==> src/rtl/instruction_sequencer.sv <==
// instruction_sequencer
// Control stage in front of the 8x16 register file and datapath. It holds the
// current instruction in IR, decodes it, and steps a Moore FSM through the
// multi-cycle execute sequence that drives the register-file and datapath
// controls. It also provides the sign-extended immediates taken from IR.
//
// The control outputs are held in a register that is loaded with the decode
// of (next state, next IR). Each control therefore always equals the decode
// of the current state and IR, as a Moore machine requires, and it also
// leaves a flop with no combinational path from the inputs. The one
// exception is write, which is also masked by reset in the same cycle. An
// abandoned write-back must never reach the register file.
module instruction_sequencer #(
    parameter int WIDTH = 16
) (
    input  logic             clk,
    input  logic             reset,
    input  logic             s,
    input  logic             load,
    input  logic [WIDTH-1:0] in,
    output logic             w,
    output logic [2:0]       readnum,
    output logic [2:0]       writenum,
    output logic             write,
    output logic             loada,
    output logic             loadb,
    output logic             loadc,
    output logic             loads,
    output logic             asel,
    output logic             bsel,
    output logic [1:0]       vsel,
    output logic [1:0]       shift,
    output logic [1:0]       ALUop,
    output logic [WIDTH-1:0] sximm8,
    output logic [WIDTH-1:0] sximm5
);

    typedef enum logic [2:0] {
        ST_WAIT      = 3'd0,
        ST_DECODE    = 3'd1,
        ST_WRITE_IMM = 3'd2,
        ST_GET_A     = 3'd3,
        ST_GET_B     = 3'd4,
        ST_EXEC      = 3'd5,
        ST_WRITE_REG = 3'd6
    } state_t;

    // One bundle for every control the FSM produces. The bundle is registered as a whole.
    typedef struct packed {
        logic       w;
        logic [2:0] readnum;
        logic [2:0] writenum;
        logic       write;
        logic       loada;
        logic       loadb;
        logic       loadc;
        logic       loads;
        logic       asel;
        logic       bsel;
        logic [1:0] vsel;
        logic [1:0] shift;
        logic [1:0] aluop;
    } ctrl_t;

    localparam logic [2:0] OPC_MOV = 3'b110;
    localparam logic [2:0] OPC_ALU = 3'b101;
    localparam logic [1:0] OP_MOV_IMM = 2'b10;
    localparam logic [1:0] OP_MOV_REG = 2'b00;
    localparam logic [1:0] OP_CMP     = 2'b01;

    state_t           state_r;
    state_t           state_s;
    logic [WIDTH-1:0] ir_r;
    logic [WIDTH-1:0] ir_s;
    ctrl_t            ctrl_r;
    ctrl_t            ctrl_s;

    // Instruction class helpers

    function automatic logic is_mov_imm(input logic [WIDTH-1:0] ir);
        return (ir[15:13] == OPC_MOV) && (ir[12:11] == OP_MOV_IMM);
    endfunction

    function automatic logic is_mov_reg(input logic [WIDTH-1:0] ir);
        return (ir[15:13] == OPC_MOV) && (ir[12:11] == OP_MOV_REG);
    endfunction

    function automatic logic is_alu(input logic [WIDTH-1:0] ir);
        return (ir[15:13] == OPC_ALU);
    endfunction

    function automatic logic is_cmp(input logic [WIDTH-1:0] ir);
        return (ir[15:13] == OPC_ALU) && (ir[12:11] == OP_CMP);
    endfunction

    // Sign extension of the two immediate fields

    function automatic logic [WIDTH-1:0] sext8(input logic [WIDTH-1:0] ir);
        return {{8{ir[7]}}, ir[7:0]};
    endfunction

    function automatic logic [WIDTH-1:0] sext5(input logic [WIDTH-1:0] ir);
        return {{11{ir[4]}}, ir[4:0]};
    endfunction

    // Moore decode: controls that belong to a state and the instruction held in IR.
    // Any control not named for a state stays 0. Register selects are 0 when unused.
    function automatic ctrl_t ctrl_for(input state_t st, input logic [WIDTH-1:0] ir);
        ctrl_t c;
        c = '0;
        case (st)
            ST_WAIT: begin
                c.w = 1'b1;
            end
            ST_DECODE: begin
                c = '0;
            end
            ST_WRITE_IMM: begin
                c.writenum = ir[10:8];
                c.vsel     = 2'b10;
                c.write    = 1'b1;
            end
            ST_GET_A: begin
                c.readnum = ir[10:8];
                c.loada   = 1'b1;
            end
            ST_GET_B: begin
                c.readnum = ir[2:0];
                c.loadb   = 1'b1;
            end
            ST_EXEC: begin
                c.shift = ir[4:3];
                c.bsel  = 1'b0;
                if (is_alu(ir)) begin
                    c.aluop = ir[12:11];
                    c.asel  = 1'b0;
                end else begin
                    // MOV reg: pass the shifted B through as 0 + B.
                    c.aluop = 2'b00;
                    c.asel  = 1'b1;
                end
                if (is_cmp(ir)) begin
                    c.loads = 1'b1;
                    c.loadc = 1'b0;
                end else begin
                    c.loads = 1'b0;
                    c.loadc = 1'b1;
                end
            end
            ST_WRITE_REG: begin
                c.writenum = ir[7:5];
                c.vsel     = 2'b00;
                c.write    = 1'b1;
            end
            default: begin
                c = '0;
            end
        endcase
        return c;
    endfunction

    // Next-state selection from the current state and the instruction held in IR
    always_comb begin
        state_s = state_r;
        case (state_r)
            ST_WAIT: begin
                if (s) begin
                    state_s = ST_DECODE;
                end else begin
                    state_s = ST_WAIT;
                end
            end
            ST_DECODE: begin
                if (is_mov_imm(ir_r)) begin
                    state_s = ST_WRITE_IMM;
                end else if (is_mov_reg(ir_r)) begin
                    state_s = ST_GET_B;
                end else if (is_alu(ir_r)) begin
                    state_s = ST_GET_A;
                end else begin
                    // Illegal instruction: return to WAIT with no side effects.
                    state_s = ST_WAIT;
                end
            end
            ST_WRITE_IMM: state_s = ST_WAIT;
            ST_GET_A:     state_s = ST_GET_B;
            ST_GET_B:     state_s = ST_EXEC;
            ST_EXEC: begin
                if (is_cmp(ir_r)) begin
                    state_s = ST_WAIT;
                end else begin
                    state_s = ST_WRITE_REG;
                end
            end
            ST_WRITE_REG: state_s = ST_WAIT;
            default:      state_s = ST_WAIT;
        endcase
    end

    // IR load: the new word is accepted only while idle. Loads in other states are dropped.
    always_comb begin
        if ((state_r == ST_WAIT) && load) begin
            ir_s = in;
        end else begin
            ir_s = ir_r;
        end
    end

    // Decode of the next state and IR. The control register loads this at the edge.
    always_comb begin
        ctrl_s = ctrl_for(state_s, ir_s);
    end

    // State, IR and control registers. Reset returns to an idle WAIT with IR cleared.
    always_ff @(posedge clk) begin
        if (reset) begin
            state_r <= ST_WAIT;
            ir_r    <= '0;
            ctrl_r  <= ctrl_for(ST_WAIT, 16'h0000);
        end else begin
            state_r <= state_s;
            ir_r    <= ir_s;
            ctrl_r  <= ctrl_s;
        end
    end

    assign w        = ctrl_r.w;
    assign readnum  = ctrl_r.readnum;
    assign writenum = ctrl_r.writenum;
    // Reset kills a write-back in the same cycle. The register file is never touched by an abandoned instruction.
    assign write    = ctrl_r.write & ~reset;
    assign loada    = ctrl_r.loada;
    assign loadb    = ctrl_r.loadb;
    assign loadc    = ctrl_r.loadc;
    assign loads    = ctrl_r.loads;
    assign asel     = ctrl_r.asel;
    assign bsel     = ctrl_r.bsel;
    assign vsel     = ctrl_r.vsel;
    assign shift    = ctrl_r.shift;
    assign ALUop    = ctrl_r.aluop;
    assign sximm8   = sext8(ir_r);
    assign sximm5   = sext5(ir_r);

endmodule

==> config.mk <==
export PLATFORM = sky130hd
export DESIGN_NAME = instruction_sequencer
export DESIGN_NICKNAME = d
export VERILOG_FILES = /design/src/rtl/instruction_sequencer.sv
export SDC_FILE = /design/constraint.sdc
export NUM_CORES = 1
export LEC_CHECK = 0
export CAP_MARGIN = 20
export CORE_ASPECT_RATIO = 0.5
export CORE_UTILIZATION = 35
export CTS_BUF_LIST = sky130_fd_sc_hd__clkbuf_8
export DETAILED_ROUTE_END_ITERATION = 16
export PLACE_DENSITY = 0.72
export SYNTH_ARGS = -nofsm -noshare
export SYNTH_HDL_FRONTEND = slang
export SYNTH_SLANG_ARGS = --single-unit
==> constraint.sdc <==
create_clock -name clk -period 5.7 [get_ports clk]
set_clock_uncertainty 0.1 [all_clocks]
set_input_delay 0.57 -clock clk [delete_from_list [all_inputs] [get_ports clk]]
set_output_delay 0.57 -clock clk [all_outputs]
set_load 0.02 [all_outputs]
==> results by group <==
Status
  • Status: finished clean

STA
  • Worst-margin pin slew: 0.8392 ns
  • RSZ-0062 raised after global routing: false
  • Fmax: 381.5 MHz
  • Max-slew violations: 0
  • Hold slack: 0.3978 ns
  • Part of the cycle the worst path needs: 0.4599
  • Final Setup Violations: 0
  • Setup ws final: 3.079 ns
  • Worst rel slew slack: 0.4405
  • Final hold violations: 0
  • Tmin final: 2.621 ns
  • Setup TNS: 0 ns

Synth
  • Top-count cell post-synth: buf_4
  • Synth top area cells: dfxtp_1, buf_4, nand2_1
  • Seq/Total Area, Yosys: 0.4166
  • Yosys top cell by area: dfxtp_1
  • Synth top cells by count: buf_4, dfxtp_1, nand2_1
  • EDFF count, synth: 0
  • Syn Area/Cell: 9.165 um2
  • Top FF cell, synth: dfxtp_1
  • Synth warnings: 0
  • Post-synth cell types: 44
  • Async S/R FF share, synth: 0
  • Cells after synthesis: 194
  • Yosys top cell area share: 0.4166
  • Mapped cell area: 0.001778 mm2
  • Synth Register Bits: 37

Route
  • Post-route ant nets: 0
  • Initial DRT Pass Iterations: 4
  • WL/cell: 12.84 um
  • Via Count: 1329
  • Via density: 4.615
  • Post-Route WL: 3699 um
  • DRC Markers: 0
  • DRT iter0 DRCs: 68

Die
  • Row count: 17
  • DIE WIDTH: 102.8 um
  • Die height: 52.40 um
  • Core area: 0.004637 mm2
  • Top Ports: 72
  • Initial Util: 0.3834
  • Die ar.: 0.005386 mm2

Clock tree
  • Hold_buf cts: 0
  • CTS tree: done
  • Root buffer cell: clkbuf_8
  • H-tree depth reported by CTS: 2
  • Clk_lat worst skew: 0.29 ns
  • Max Buffers Root-to-Sink: 2
  • Post-CTS setup buffer count: 0
  • CTS clk-pin slew, worst paths: 0.07 ns
  • Post-cts sizing count: 0
  • Number of CTS-inserted buffers: 5
  • Clk sinks: 37

Worst setup path
  • Crit path kind: input port to output port
  • Worst R2R Path Depth: 4
  • Startpoint Class: input port
  • Worst EP arrival: 1.95 ns
  • Worst path top cell family by delay: buffers and inverters
  • Worst EP required: 5.03 ns
  • Reg-to-Reg End: writenum[0]
  • Critical path, cell by cell: clkdlybuf4s50_1 -> buf_4 -> nor2b_1 -> clkdlybuf4s50_1
  • CP bufs+invs: 3
  • Crit-path max cell delay: 0.54 ns
  • CP max-delay cell: clkdlybuf4s50_1
  • FF-to-FF Start: state_r[2]
  • Most used cell along the critical path: clkdlybuf4s50_1
  • Crit. path cell count: 4
  • Nature of the critical path endpoint: output port
  • R2r setup slk: 3.28 ns
  • Critical path peak fanout: 28

Placed design
  • Pre-CTS setup slack: 2.722 ns
  • Dpl hpwl: 2761 um
  • Final Wtd Congestion: 0.8400
  • IO Port Bufs: 69

Global route
  • GRT Total Usage: 0.1430
  • First-pass GRT wire length: 5692 um
  • Vias in the first global route: 1300
  • Gr ovfl total: 0
  • Largest net degree at the start of global routing: 29
  • Initial antenna violation count: 0

Worst hold path
  • Hold Path End: ir_r[10]
  • Hold path depth: 2
  • Hold/Removal Path Class: register to register
  • Hold Startpoint: ir_r[10]

Layout
  • Layout cells sized above 1: 0.09459
  • # fillers: 452
  • Nets: 241
  • N_diodes: 0
  • Area delta synth->final: 28.64%

Power
  • Peak supply drop: 0.09220 mV
  • PD cells: 247.7 mW/mm2
  • LEAKAGE: 0.8586 nW

Run
  • Max cap viols: 0
==> how the worst max path moves through the flow <==
| stage | start | end |
|---|---|---|
| floorplan | reset | write |
| CTS | load | writenum[0] |
| detailed placement | load | writenum[0] |
| finish | reset | write |
| global placement | load | writenum[0] |
| global route | load | writenum[1] |
==> power breakdown <==
part	total [mW]	internal, mW	leakage, nW	switching (mW)
Clock	0.198	0.109	0.0542	0.0889
Sequential	0.275	0.267	0.301	0.00802
Combinational	0.0937	0.0465	0.503	0.0472
==> sequential cells by signal, indices dropped and copies added (netlist names), 2 cells and up <==
name / count
ir_r: 16
readnum: 3
state_r: 3
ALUop: 2
writenum: 3
shift: 2
==> worst reg2reg max path, stage by stage (launching register included) <==
cell and delay, ns:
dfxtp_1 0.44, or4b_1 0.97, mux2i_1 0.26, nand2b_1 0.21, a2111oi_2 0.34
==> area by class of cell <==
class | count | area (um2) | area share
inverter | 2 | 7.507 | 0.003282
clock inverter | 1 | 5.005 | 0.002188
multi-input combinational | 104 | 649.4 | 0.2839
timing repair buffer | 71 | 705.7 | 0.3085
clock buffer | 7 | 96.34 | 0.04212
tap | 66 | 82.58 | 0.03611
sequential | 37 | 740.7 | 0.3239
==> kinds of logic after synthesis <==
| family | count (synthesis) | share of synthesized area |
|---|---|---|
| compound gates | 31 | 0.1330 |
| buf+inv | 54 | 0.2203 |
| flops | 37 | 0.4166 |
| mux | 5 | 0.02815 |
| other cells | 1 | 0.002109 |
| simple gates | 66 | 0.1999 |
==> through the flow <==
step	total power, mW	util	cell area, um2	instances
floorplan	0.3476	-	1782	195
finish	0.5665	0.4933	2287	288
global placement	0.3719	0.4698	2178	279
global route	0.5896	0.4933	2287	288
CTS	0.5705	0.4916	2280	287
detailed placement	0.3743	0.4698	2178	279
==> layer usage <==
metal / GRT usage / wire length [um] / vias up
met1: 0.1591 / 1596 / 621
met4: 0.07277 / 65 / 0
li1: - / - / 661
met2: 0.2544 / 1835 / 38
met3: 0.04000 / 201 / 9
met5: 0 / 0 / -
==> placed cells by master (no fill, tap or decap), types with 3 or more instances in the layout <==
| cell | netlist | routed |
|---|---|---|
| clkbuf_8 | 0 | 7 |
| nor2_1 | 15 | 15 |
| a211o_1 | 3 | 3 |
| dfxtp_1 | 37 | 37 |
| nand2b_1 | 3 | 3 |
| clkdlybuf4s50_1 | 0 | 69 |
| mux2i_1 | 5 | 5 |
| nor3_1 | 3 | 3 |
| nand2_1 | 24 | 24 |
| a21oi_1 | 13 | 13 |
| nor2b_1 | 3 | 3 |
(Power assumes the default switching activity.)
